--- config.mk ---
export PLATFORM = sky130hd
export DESIGN_NAME = nibble_reg_loader
export DESIGN_NICKNAME = d
export VERILOG_FILES = /design/src/rtl/loader_pkg.sv /design/src/rtl/loader_channel.sv /design/src/rtl/nibble_reg_loader.sv
export SDC_FILE = /design/constraint.sdc
export NUM_CORES = 1
export LEC_CHECK = 0
export ABC_AREA = 1
export CORE_MARGIN = 1
export CORE_UTILIZATION = 49
export CTS_CLUSTER_DIAMETER = 100
export CTS_CLUSTER_SIZE = 40
export DETAILED_ROUTE_END_ITERATION = 16
export GPL_ROUTABILITY_DRIVEN = 0
export PLACE_DENSITY = 0.76
export SLEW_MARGIN = 20
export SYNTH_ARGS = -nofsm -noshare
export SYNTH_HDL_FRONTEND = slang
export SYNTH_SLANG_ARGS = --single-unit
--- constraint.sdc ---
create_clock -name clk -period 1.65 [get_ports clk]
set_clock_uncertainty 0.15 [all_clocks]
set_input_delay 0.2475 -clock clk [delete_from_list [all_inputs] [get_ports clk]]
set_output_delay 0.2475 -clock clk [all_outputs]
set_load 0.02 [all_outputs]
--- src/rtl/loader_pkg.sv ---
// rtl/loader_pkg.sv - shared widths and clear-mode decode for the nibble register loader
//
// Purpose : common default widths for the loader and the pin-level clear-mode
//           enum used by glue logic to build a per-channel clear mask.
// Contents: LOADER_DIN_W, LOADER_REG_W, clr_mode_e, clr_mode_to_mask()
package loader_pkg;

  localparam int LOADER_DIN_W = 4;
  localparam int LOADER_REG_W = 32;

  // Pin-level clear encodings decoded by top-level glue into clr_mask.
  typedef enum logic [1:0] {
    CLR_NONE = 2'd0,
    CLR_CH0  = 2'd1,
    CLR_CH1  = 2'd2,
    CLR_ALL  = 2'd3
  } clr_mode_e;

  // Returns a 32-bit mask; callers slice off the low NUM_CH bits.
  function automatic logic [31:0] clr_mode_to_mask(clr_mode_e mode);
    logic [31:0] mask;
    mask = '0;
    case (mode)
      CLR_CH0: mask = 32'h0000_0001;
      CLR_CH1: mask = 32'h0000_0002;
      CLR_ALL: mask = 32'hFFFF_FFFF;
      default: mask = '0;
    endcase
    return mask;
  endfunction

endpackage

--- src/rtl/loader_channel.sv ---
// rtl/loader_channel.sv - one channel: staging shift register, fill count, flags, shadow register
//
// Purpose : accumulates DIN_W-bit beats MSB-first into a REG_W-bit staging
//           register and moves it to the shadow register on commit when full.
// Ports   : clk_i, rst_i      clock, synchronous active-high reset
//           din_i             data beat
//           wr_i              beat addressed to this channel
//           commit_i          global commit strobe
//           clr_i             clear staging, count and ovf (highest priority)
//           shadow_o          committed register value
//           full_o            staging holds BEATS beats (combinational)
//           ovf_o             sticky dropped-beat flag
//           loaded_o          one-cycle pulse after a commit of this channel
module loader_channel
  import loader_pkg::*;
#(
  parameter int REG_W = LOADER_REG_W,
  parameter int DIN_W = LOADER_DIN_W
) (
  input  logic             clk_i,
  input  logic             rst_i,
  input  logic [DIN_W-1:0] din_i,
  input  logic             wr_i,
  input  logic             commit_i,
  input  logic             clr_i,
  output logic [REG_W-1:0] shadow_o,
  output logic             full_o,
  output logic             ovf_o,
  output logic             loaded_o
);

  localparam int BEATS = REG_W / DIN_W;
  localparam int CNT_W = $clog2(BEATS + 1);

  logic [REG_W-1:0] stage_q,  stage_d;
  logic [REG_W-1:0] shadow_q, shadow_d;
  logic [CNT_W-1:0] cnt_q,    cnt_d;
  logic             ovf_q,    ovf_d;
  logic             loaded_q, loaded_d;

  logic             full_w;
  logic             take_commit;
  logic [REG_W-1:0] stage_shift;

  assign full_w      = (cnt_q == CNT_W'(BEATS));
  assign take_commit = commit_i && full_w;
  // Written as a shift/or so the REG_W == DIN_W corner needs no special case.
  assign stage_shift = (stage_q << DIN_W) | REG_W'(din_i);

  always_comb begin
    stage_d  = stage_q;
    shadow_d = shadow_q;
    cnt_d    = cnt_q;
    ovf_d    = ovf_q;
    loaded_d = 1'b0;
    if (clr_i) begin
      // Clear wins over both a write and a commit to this channel.
      stage_d = '0;
      cnt_d   = '0;
      ovf_d   = 1'b0;
    end else begin
      if (take_commit) begin
        shadow_d = stage_q;
        cnt_d    = '0;
        loaded_d = 1'b1;
      end
      if (wr_i) begin
        if (full_w && !commit_i) begin
          ovf_d = 1'b1;
        end else begin
          // A beat landing on a committing channel starts the next fill.
          stage_d = stage_shift;
          cnt_d   = take_commit ? CNT_W'(1) : cnt_q + CNT_W'(1);
        end
      end
    end
  end

  always_ff @(posedge clk_i) begin
    if (rst_i) begin
      stage_q  <= '0;
      shadow_q <= '0;
      cnt_q    <= '0;
      ovf_q    <= 1'b0;
      loaded_q <= 1'b0;
    end else begin
      stage_q  <= stage_d;
      shadow_q <= shadow_d;
      cnt_q    <= cnt_d;
      ovf_q    <= ovf_d;
      loaded_q <= loaded_d;
    end
  end

  assign shadow_o = shadow_q;
  assign full_o   = full_w;
  assign ovf_o    = ovf_q;
  assign loaded_o = loaded_q;

endmodule

--- src/rtl/nibble_reg_loader.sv ---
// rtl/nibble_reg_loader.sv - multi-channel register loader fed from a narrow beat bus
//
// Purpose : decodes sel into per-channel write strobes and instantiates
//           NUM_CH loader_channel blocks sharing one commit strobe.
// Ports   : clk, rst          clock, synchronous active-high reset
//           din, sel          data beat and target channel
//           din_valid         beat strobe
//           commit            move every full staging register to regs_out
//           clr_mask          per-channel clear of staging, count and ovf
//           regs_out          shadow registers, channel c at [c*REG_W +: REG_W]
//           full, ovf, loaded per-channel status
module nibble_reg_loader
  import loader_pkg::*;
#(
  parameter int NUM_CH = 2,
  parameter int REG_W  = LOADER_REG_W,
  parameter int DIN_W  = LOADER_DIN_W,
  localparam int CH_W  = (NUM_CH > 1) ? $clog2(NUM_CH) : 1
) (
  input  logic                    clk,
  input  logic                    rst,
  input  logic [DIN_W-1:0]        din,
  input  logic [CH_W-1:0]         sel,
  input  logic                    din_valid,
  input  logic                    commit,
  input  logic [NUM_CH-1:0]       clr_mask,
  output logic [NUM_CH*REG_W-1:0] regs_out,
  output logic [NUM_CH-1:0]       full,
  output logic [NUM_CH-1:0]       ovf,
  output logic [NUM_CH-1:0]       loaded
);

  // sel values at or above NUM_CH match no channel, so those beats vanish.
  logic [NUM_CH-1:0] wr_w;

  for (genvar c = 0; c < NUM_CH; c++) begin : g_ch
    assign wr_w[c] = din_valid && (sel == CH_W'(c));

    loader_channel #(
      .REG_W (REG_W),
      .DIN_W (DIN_W)
    ) u_channel (
      .clk_i    (clk),
      .rst_i    (rst),
      .din_i    (din),
      .wr_i     (wr_w[c]),
      .commit_i (commit),
      .clr_i    (clr_mask[c]),
      .shadow_o (regs_out[c*REG_W +: REG_W]),
      .full_o   (full[c]),
      .ovf_o    (ovf[c]),
      .loaded_o (loaded[c])
    );
  end

endmodule

==> flow_metrics.tcl, run 1 <==
set metrics [dict create \
    yosysWarningCount 0 \
    critPathCaptureType "flop" \
    finalSetupViolCount 5 \
    power_density_nw_per_um2 1020 \
    pwr-share-comb 0.084 \
    drv_slew 0 \
    critical_path_class "reg2reg" \
    wl_per_cell_um 13.5 \
    nFillCells 888 \
    ys.flop_type "dfxtp_1" \
    fin_ws_ps -12.5 \
    power.clock.fraction 0.501 \
    pre_cts_ws_ps -192 \
    yosysTopAreaCellShare 0.487 \
    syn_avg_cell_area_um2 6.75 \
    cellLeakagePower_nw 3.79 \
    layout-drive-gt1-share 0.197 \
    die-width_um 110 \
    clock.fmax_mhz 602 \
    grt_overflow 0 \
    synth_area_um2 5760 \
    antennaDiodeCount 0 \
    critical_path.top_delay_family "buffers and inverters" \
    port-buffer-count 80 \
    cts.htree.levels 4 \
    initial_utilization 0.504 \
    worst_pin_slew_ps 274 \
    ant_nets 0 \
    synth_area_leaders "dfxtp_1 (49%), nor2_1 (18%), nand2_1 (15%)" \
    synth_common_cells "nor2_1 (269), nand2_1 (230), dfxtp_1 (140), inv_1 (77), nand3_1 (56)" \
    cts_buffers 17 \
    crit_required_ps 1810 \
    synth_top_area_cell "dfxtp_1" \
    grt.total_usage 0.248 \
    critPathArrivalTime_ps 1820 \
    grt_pass1_vias 4992 \
    finalPower_mw 8.43 \
    clock_latency_ps 420 \
    clk_pin_slew_ps 60 \
    ys_seq_area_frac 0.487 \
    ir_drop_mv 0.920 \
    p_seq_frac 0.415 \
    regToRegSetupSlack_ps -10 \
    syn_to_final_growth_pct 43.4 \
    cp.buffers_inverters 5 \
    fp.dieH_um 110 \
    clockBufferDepth 2 \
    syn_inst 853 \
    row_count 39 \
    period_share 1.01 \
    outcome "finished with violations" \
    async_flop_share 0 \
    synth_most_common_cell "nor2_1" \
    p_sw_mw 1.89 \
    cell_internal_pwr_mw 6.55 \
    netlist-cell-type-count 22 \
    multi_input_area_um2 2690 \
    wl_um 15300 \
    grt_max_degree 46 \
    violations "setup timing" \
    synth-edff-count 0 \
    finalWorstPathRequiredPeriod_ps 1660 \
    dr.pass1.iters 5 \
    max_cap_viol_count 0 \
    dieArea_um2 12200 \
    grt_pass1_wl_um 23100 \
    slowest_stage "dfxtp_2" \
    antenna_found_initial 0 \
    drtIter0Drc 342 \
    p_sw_frac 0.224 \
    dpl.hpwl_um 8040 \
    rsz0062_at_grt "true" \
    cp_max_fo 5 \
    startpoint_type "flop" \
    regArea_um2 2810 \
    max_stage_delay_ps 320 \
    vias 5571 \
    ios 81 \
    drc 0 \
    routed_via_density 4.92 \
    path_cells "inv_2 -> ha_4 -> buf_6 -> nand4_4 -> nor2_4 -> buf_6 -> buf_12 -> buf_16 -> nand2_1 -> nand2_1 -> nor2_2" \
    hold_viol 0 \
    synth_fp_nets 868 \
    cts_tree "done" \
    root_buffer "clkbuf_16" \
    hold_path.class "reg2reg" \
    clock_sinks 140 \
    relSlewSlack 0.818 \
    finalNetCount 991 \
    core_area_um2 11400 \
    ys_seq_elements 140 \
]
-- cell usage in the layout (no fill, tap or decap), types with 15 or more instances in the layout --
| cell type | count |
|---|---|
| nand2_2 | 15 |
| inv_1 | 73 |
| nor2_2 | 38 |
| nand2_1 | 208 |
| nor2_1 | 227 |
| buf_4 | 39 |
| nand3_1 | 56 |
| dfxtp_1 | 136 |
| dlygate4sd2_1 | 68 |
| buf_12 | 15 |
| clkbuf_16 | 20 |
-- metrics by stage --
stage / TNS, ps / std cells / hold WS (ps) / utilization / area (um^2)
finish: -31.4 / 1132 / 313 / 0.723 / 8250
global route: -3620 / 1132 / 333 / 0.723 / 8250
CTS: -583 / 1122 / 316 / 0.689 / 7870
detailed placement: -15090 / 1079 / 305 / 0.611 / 6980
global placement: -12590 / 1079 / 298 / 0.611 / 6980
floorplan: 0 / 853 / 232 / - / 5760
-- logic make-up after synthesis --
family,Yosys count,synth area share
fa+ha+maj,4,0.00869
flops,140,0.487
buf+inv,129,0.0976
compound gates,10,0.00956
simple gates,570,0.397
-- final timing paths --
check                                  start                        endpoint  cells past startpoint
setup / recovery  g_ch[1].u_channel.cnt_q[0]  g_ch[1].u_channel.shadow_o[14]                     11
setup reg to reg  g_ch[1].u_channel.cnt_q[0]  g_ch[1].u_channel.shadow_o[14]                     11
hold reg to reg      g_ch[1].u_channel.ovf_o         g_ch[1].u_channel.ovf_o                      1
hold / removal       g_ch[1].u_channel.ovf_o         g_ch[1].u_channel.ovf_o                      1
-- area by class of cell --
class	count	area share
clock buffer	20	0.0565
clock inverter	12	0.0232
inverter	83	0.0387
multi-input combinational	584	0.326
sequential	140	0.340
tap	143	0.0217
timing repair buffer	150	0.194
-- power groups by stage --
stage | clock network [mW] | logic [mW] | registers, mW
floorplan | 0 | 0.372 | 3.58
global placement | 0 | 0.611 | 3.56
detailed placement | 0 | 0.620 | 3.56
CTS | 4.25 | 0.646 | 3.49
global route | 4.43 | 0.789 | 3.51
finish | 4.22 | 0.712 | 3.50
-- layer usage --
| metal | routed length (um) | track usage | vias up |
|---|---|---|---|
| li1 | - | - | 2799 |
| met1 | 6290 | 0.289 | 2571 |
| met2 | 7870 | 0.428 | 158 |
| met3 | 670 | 0.0717 | 43 |
| met4 | 465 | 0.0940 | 0 |
| met5 | 0 | 0 | - |
-- sequential cells by signal, indices dropped and copies added (netlist names) --
register                 cells
g_ch.u_channel.ovf_o         2
g_ch.u_channel.cnt_q         8
g_ch.u_channel.shadow_o     64
g_ch.u_channel.stage_q      64
g_ch.u_channel.loaded_o      2
-- what timing repair did --
action / in CTS / in global routing
hold buffers: 0 / 0
setup buffers: 7 / 8
gates cloned: 5 / 5
pin swaps: 10 / 30
resized for setup: 113 / 87
endpoints found under the setup margin: 144 / 118
Power figures use the tool's default switching activity.
==> run 2, diff against run 1 <==
Settings changed: MAX_ROUTING_LAYER from default to met4, REMOVE_ABC_BUFFERS from default to 1.
==> run 2 against run 1 <==
Net effect: the flow still finishes with violations (setup timing); utilization fell by 3.6 points; via count fell by 6.4%; flip-flop and latch count did not move; wire length fell by 13%; non-clock buffer count fell by 20; sequential share of layout area rose by 1.7 points; power fell by 6.0%; cell count fell by 1.9%.
==> flow_metrics.tcl, run 2 (same netlist as run 1, synthesis figures left out) <==
set metrics [dict create \
    wl_um 13400 \
    reg2reg_from "g_ch[1].u_channel.cnt_q[0]" \
    nFillCells 963 \
    crit_start "g_ch[1].u_channel.cnt_q[0]" \
    core_area_um2 11400 \
    hold_viol 0 \
    root_buffer "clkbuf_16" \
    routed_via_density 4.69 \
    drc 0 \
    hp-start "g_ch[0].u_channel.stage_q[27]" \
    grt_max_degree 35 \
    violations "setup timing" \
    regArea_um2 2810 \
    period_share 1.00 \
    clock.fmax_mhz 605 \
    clock_latency_ps 410 \
    holdBufCountCts 0 \
    cts_buffers 17 \
    critPathArrivalTime_ps 1250 \
    grt_pass1_wl_um 20900 \
    wl_per_cell_um 12.0 \
    grt.total_usage 0.230 \
    grt_overflow 0 \
    grt_pass1_vias 4693 \
    dieArea_um2 12200 \
    cts_tree "done" \
    final_cell_mix "nor2_1 (240), nand2_1 (226), dfxtp_1 (137), inv_1 (73), dlygate4sd2_1 (68)" \
    critPathCaptureType "output port" \
    finalNetCount 971 \
    fp.dieH_um 110 \
    initial_utilization 0.504 \
    startpoint_type "flop" \
    clk_pin_slew_ps 60 \
    dr.pass1.iters 5 \
    dpl.hpwl_um 7800 \
    outcome "finished with violations" \
    antennaDiodeCount 0 \
    cellLeakagePower_nw 3.59 \
    finalPower_mw 7.92 \
    critical_path_class "reg2out" \
    layout-drive-gt1-share 0.145 \
    antenna_found_initial 0 \
    row_count 39 \
    multi_input_area_um2 2580 \
    drv_slew 0 \
    max_stage_delay_ps 330 \
    ir_drop_mv 0.698 \
    path_cells "inv_2 -> ha_4 -> nand2_4 -> nor2_4 -> buf_6" \
    dp_cells 1072 \
    hold_path.class "reg2reg" \
    drtIter0Drc 296 \
    final_cells 1111 \
    rsz0062_at_grt "true" \
    max_cap_viol_count 0 \
    finalSetupViolCount 1 \
    finalWorstPathRequiredPeriod_ps 1650 \
    final_common_cell "nor2_1" \
    die-width_um 110 \
    relSlewSlack 0.822 \
    crit_required_ps 1250 \
    ant_nets 0 \
    worst_pin_slew_ps 266 \
    clock_sinks 140 \
    port-buffer-count 80 \
    power_density_nw_per_um2 1010 \
    vias 5212 \
    fin_ws_ps -2.35 \
    ios 81 \
    clockBufferDepth 2 \
    slowest_stage "dfxtp_2" \
    syn_to_final_growth_pct 36.3 \
    cp_max_fo 2 \
    cts.htree.levels 4 \
]
run 2: cell count changes in the layout (fill, tap and decap cells not counted), moves of 5 or more:
cell	change
buf_4	-16
nand2_1	+18
nand2_2	-13
nand2_4	-5
nor2_1	+13
nor2_2	-12
run 2: cell type report:
cell class / count / share of cell area
repair buffers: 130 / 0.176
flip-flops and latches: 140 / 0.358
multi-input cells: 584 / 0.329
clock buffers: 23 / 0.0622
inverters: 83 / 0.0407
clock inverters: 8 / 0.0115
well taps: 143 / 0.0228
run 2: repair_timing:
| action | 4_1_cts | 5_1_grt |
|---|---|---|
| gates cloned | 1 | 4 |
| gates resized for setup | 97 | 52 |
| buffers inserted | 1 | 3 |
| endpoints found under the setup margin | 96 | 111 |
| pin swaps | 5 | 10 |
run 2: where the power goes:
| part | switching [mW] | internal (mW) |
|---|---|---|
| combinational | 0.393 | 0.302 |
| clock | 1.37 | 2.36 |
| sequential | 0.0420 | 3.46 |
| total | 1.80 | 6.12 |
run 2: final timing paths:
kind / slack, ps / depth (start not counted) / end
setup / recovery: -2 / 5 / full[1]
hold / removal: 320 / 2 / g_ch[0].u_channel.stage_q[27]
setup reg to reg: 10 / 9 / g_ch[1].u_channel.shadow_o[23]
hold reg to reg: 320 / 2 / g_ch[0].u_channel.stage_q[27]
run 2: per-stage QoR:
| step | hold slack, ps | cell area, um^2 | setup slack, ps | utilization | TNS [ps] |
|---|---|---|---|---|---|
| floorplan | 232 | 5510 | -411 | - | -39470 |
| global placement | 298 | 6990 | -130 | 0.612 | -10490 |
| detailed placement | 306 | 6990 | -156 | 0.612 | -12880 |
| CTS | 320 | 7570 | -28.1 | 0.663 | -67.5 |
| global route | 337 | 7850 | -49.1 | 0.687 | -397 |
| finish | 315 | 7850 | -2.35 | 0.687 | -2.35 |
run 2: per-layer routing:
layer | track usage | share of wire
met5 | - | 0
met4 | 0.103 | 0.013
met3 | 0.0517 | 0.038
met2 | 0.390 | 0.51
met1 | 0.257 | 0.44
run 2: critical path, delay by kind of cell, from the launching register on:
kind,cells,cell delay [ps]
buffers and inverters,2,190
DFF,1,330
adders and majority gates,1,150
and+or+nand+nor,2,180
==> run 3, diff against run 2 <==
Settings changed: PLACE_DENSITY 0.76 to 0.78.
==> run 3 against run 2 <==
Net effect: the flow still finishes with violations (setup timing); sequential share of layout area is 1.6 points lower; via count grew 6.4%; non-clock buffer count is 11 higher; clock-buffer cell count shrank 3; first-iteration DRC count up 3.7%; utilization increased by 3.3 points; design area is 4.8% higher; register-to-register slack got worse by 20 ps; flip-flop and latch count is the same; fmax is 0.29% lower; critical endpoint unchanged.
==> flow_metrics.tcl, run 3 (same netlist as run 1, synthesis figures left out) <==
set metrics [dict create \
    grt_pass1_vias 4873 \
    grt_pass1_wl_um 21700 \
    syn_to_final_growth_pct 42.9 \
    root_buffer "clkbuf_16" \
    worst_pin_slew_ps 340 \
    design_area_um2 8220 \
    reg2regPathDepth 10 \
    violations "setup timing" \
    reg2reg_to "g_ch[0].u_channel.shadow_o[14]" \
    layout-drive-gt1-share 0.188 \
    power.clock.fraction 0.496 \
    core_area_um2 11400 \
    relSlewSlack 0.773 \
    place_area_um2 7020 \
    vias 5543 \
    critical_path_class "reg2out" \
    grt_overflow 0 \
    drtIter0Drc 307 \
    dr.pass1.iters 5 \
    hold_end "g_ch[0].u_channel.ovf_o" \
    wl_um 15100 \
    hold_viol 0 \
    ir_drop_mv 1.04 \
    initial_utilization 0.504 \
    grt.total_usage 0.239 \
    p_seq_frac 0.418 \
    rsz0062_at_grt "true" \
    clock_latency_ps 430 \
    finalSetupViolCount 3 \
    hold_path.class "reg2reg" \
    antennaDiodeCount 0 \
    hp-start "g_ch[0].u_channel.ovf_o" \
    final_common_cell "nor2_1" \
    final_cell_mix "nor2_1 (241), nand2_1 (194), dfxtp_1 (136), inv_1 (73), dlygate4sd2_1 (68)" \
    dieArea_um2 12200 \
    clockBufferDepth 2 \
    regToRegSetupSlack_ps -7 \
    ios 81 \
    dpl.hpwl_um 7730 \
    cts.htree.levels 4 \
    period_share 1.00 \
    clk_pin_slew_ps 60 \
    pwr-share-comb 0.086 \
    critPathCaptureType "output port" \
    drc 0 \
    crit_required_ps 1250 \
    cts_buffers 17 \
    cellLeakagePower_nw 3.73 \
    tns_ps -16.5 \
    fp.dieH_um 110 \
    startpoint_type "flop" \
    reg2reg_from "g_ch[0].u_channel.cnt_q[0]" \
    fin_ws_ps -7.23 \
    port-buffer-count 80 \
    p_sw_mw 1.90 \
    cts_tree "done" \
    power_density_nw_per_um2 1020 \
    cp_max_fo 2 \
    clock.fmax_mhz 603 \
    antenna_found_initial 0 \
    finalWorstPathRequiredPeriod_ps 1660 \
    row_count 39 \
    p_sw_frac 0.227 \
    critPathArrivalTime_ps 1260 \
    max_cap_viol_count 0 \
    clock_sinks 140 \
    finalPower_mw 8.37 \
    wl_per_cell_um 13.5 \
    die-width_um 110 \
    finalNetCount 982 \
    pre_cts_ws_ps -176 \
    ant_nets 0 \
    outcome "finished with violations" \
    whs_path_depth 1 \
    grt_max_degree 53 \
    routed_via_density 4.94 \
    drv_slew 0 \
    nFillCells 856 \
    cell_internal_pwr_mw 6.47 \
    holdBufCountCts 0 \
]
## run 3: stage by stage
stage / utilization / std cells / hold WS, ps
final: 0.720 / 1123 / 316
after global routing: 0.720 / 1123 / 327
after CTS: 0.676 / 1109 / 319
after detailed placement: 0.615 / 1072 / 306
after global placement: 0.615 / 1072 / 297
after floorplan: - / 807 / 232
## run 3: worst max path at each step
stage / from / end / slack [ps] / cells past startpoint
final: g_ch[1].u_channel.cnt_q[0] / full[1] / -7 / 5
after global routing: g_ch[0].u_channel.cnt_q[0] / g_ch[0].u_channel.shadow_o[14] / -70 / 10
after CTS: g_ch[1].u_channel.cnt_q[0] / g_ch[1].u_channel.shadow_o[1] / -10 / 9
after detailed placement: commit / g_ch[0].u_channel.shadow_o[10] / -180 / 7
after global placement: commit / g_ch[1].u_channel.shadow_o[0] / -130 / 7
after floorplan: g_ch[0].u_channel.cnt_q[0] / g_ch[0].u_channel.stage_q[10] / -410 / 9
## run 3: worst max-delay path, stage by stage (launching register included)
cell and delay [ps]:
dfxtp_2 330, inv_2 60, ha_4 140, nand2_2 60, nor2_4 100, buf_4 150
## run 3: timing repair
action | CTS | global route
pin swaps | 7 | 14
endpoints found under the setup margin | 99 | 91
buffers inserted | 3 | 7
resized for setup | 98 | 84
gates cloned | 2 | 8
## run 3: power by group through the flow
stage / Clock (mW) / Combinational [mW] / Sequential, mW
2_1_floorplan: 0 / 0.345 / 3.58
3_3_place_gp: 0 / 0.623 / 3.56
3_5_place_dp: 0 / 0.631 / 3.56
4_1_cts: 4.19 / 0.645 / 3.49
5_1_grt: 4.33 / 0.797 / 3.50
6_report: 4.15 / 0.721 / 3.50
## run 3: layout make-up
| cell class | count | area [um^2] | share of cell area |
|---|---|---|---|
| Clock inverter | 12 | 194 | 0.0236 |
| Tap cell | 143 | 179 | 0.0218 |
| Timing Repair Buffer | 141 | 1610 | 0.196 |
| Sequential cell | 140 | 2810 | 0.341 |
| Inverter | 83 | 314 | 0.0382 |
| Multi-Input combinational cell | 584 | 2670 | 0.325 |
| Clock buffer | 20 | 447 | 0.0543 |
## run 3: layer usage
layer / wire length, um / track usage / vias to the layer above / part of all wire
li1: - / - / 2781 / -
met1: 6090 / 0.270 / 2537 / 0.40
met2: 7690 / 0.403 / 178 / 0.51
met3: 786 / 0.0670 / 47 / 0.052
met4: 562 / 0.0893 / 0 / 0.037
met5: 0 / - / - / 0
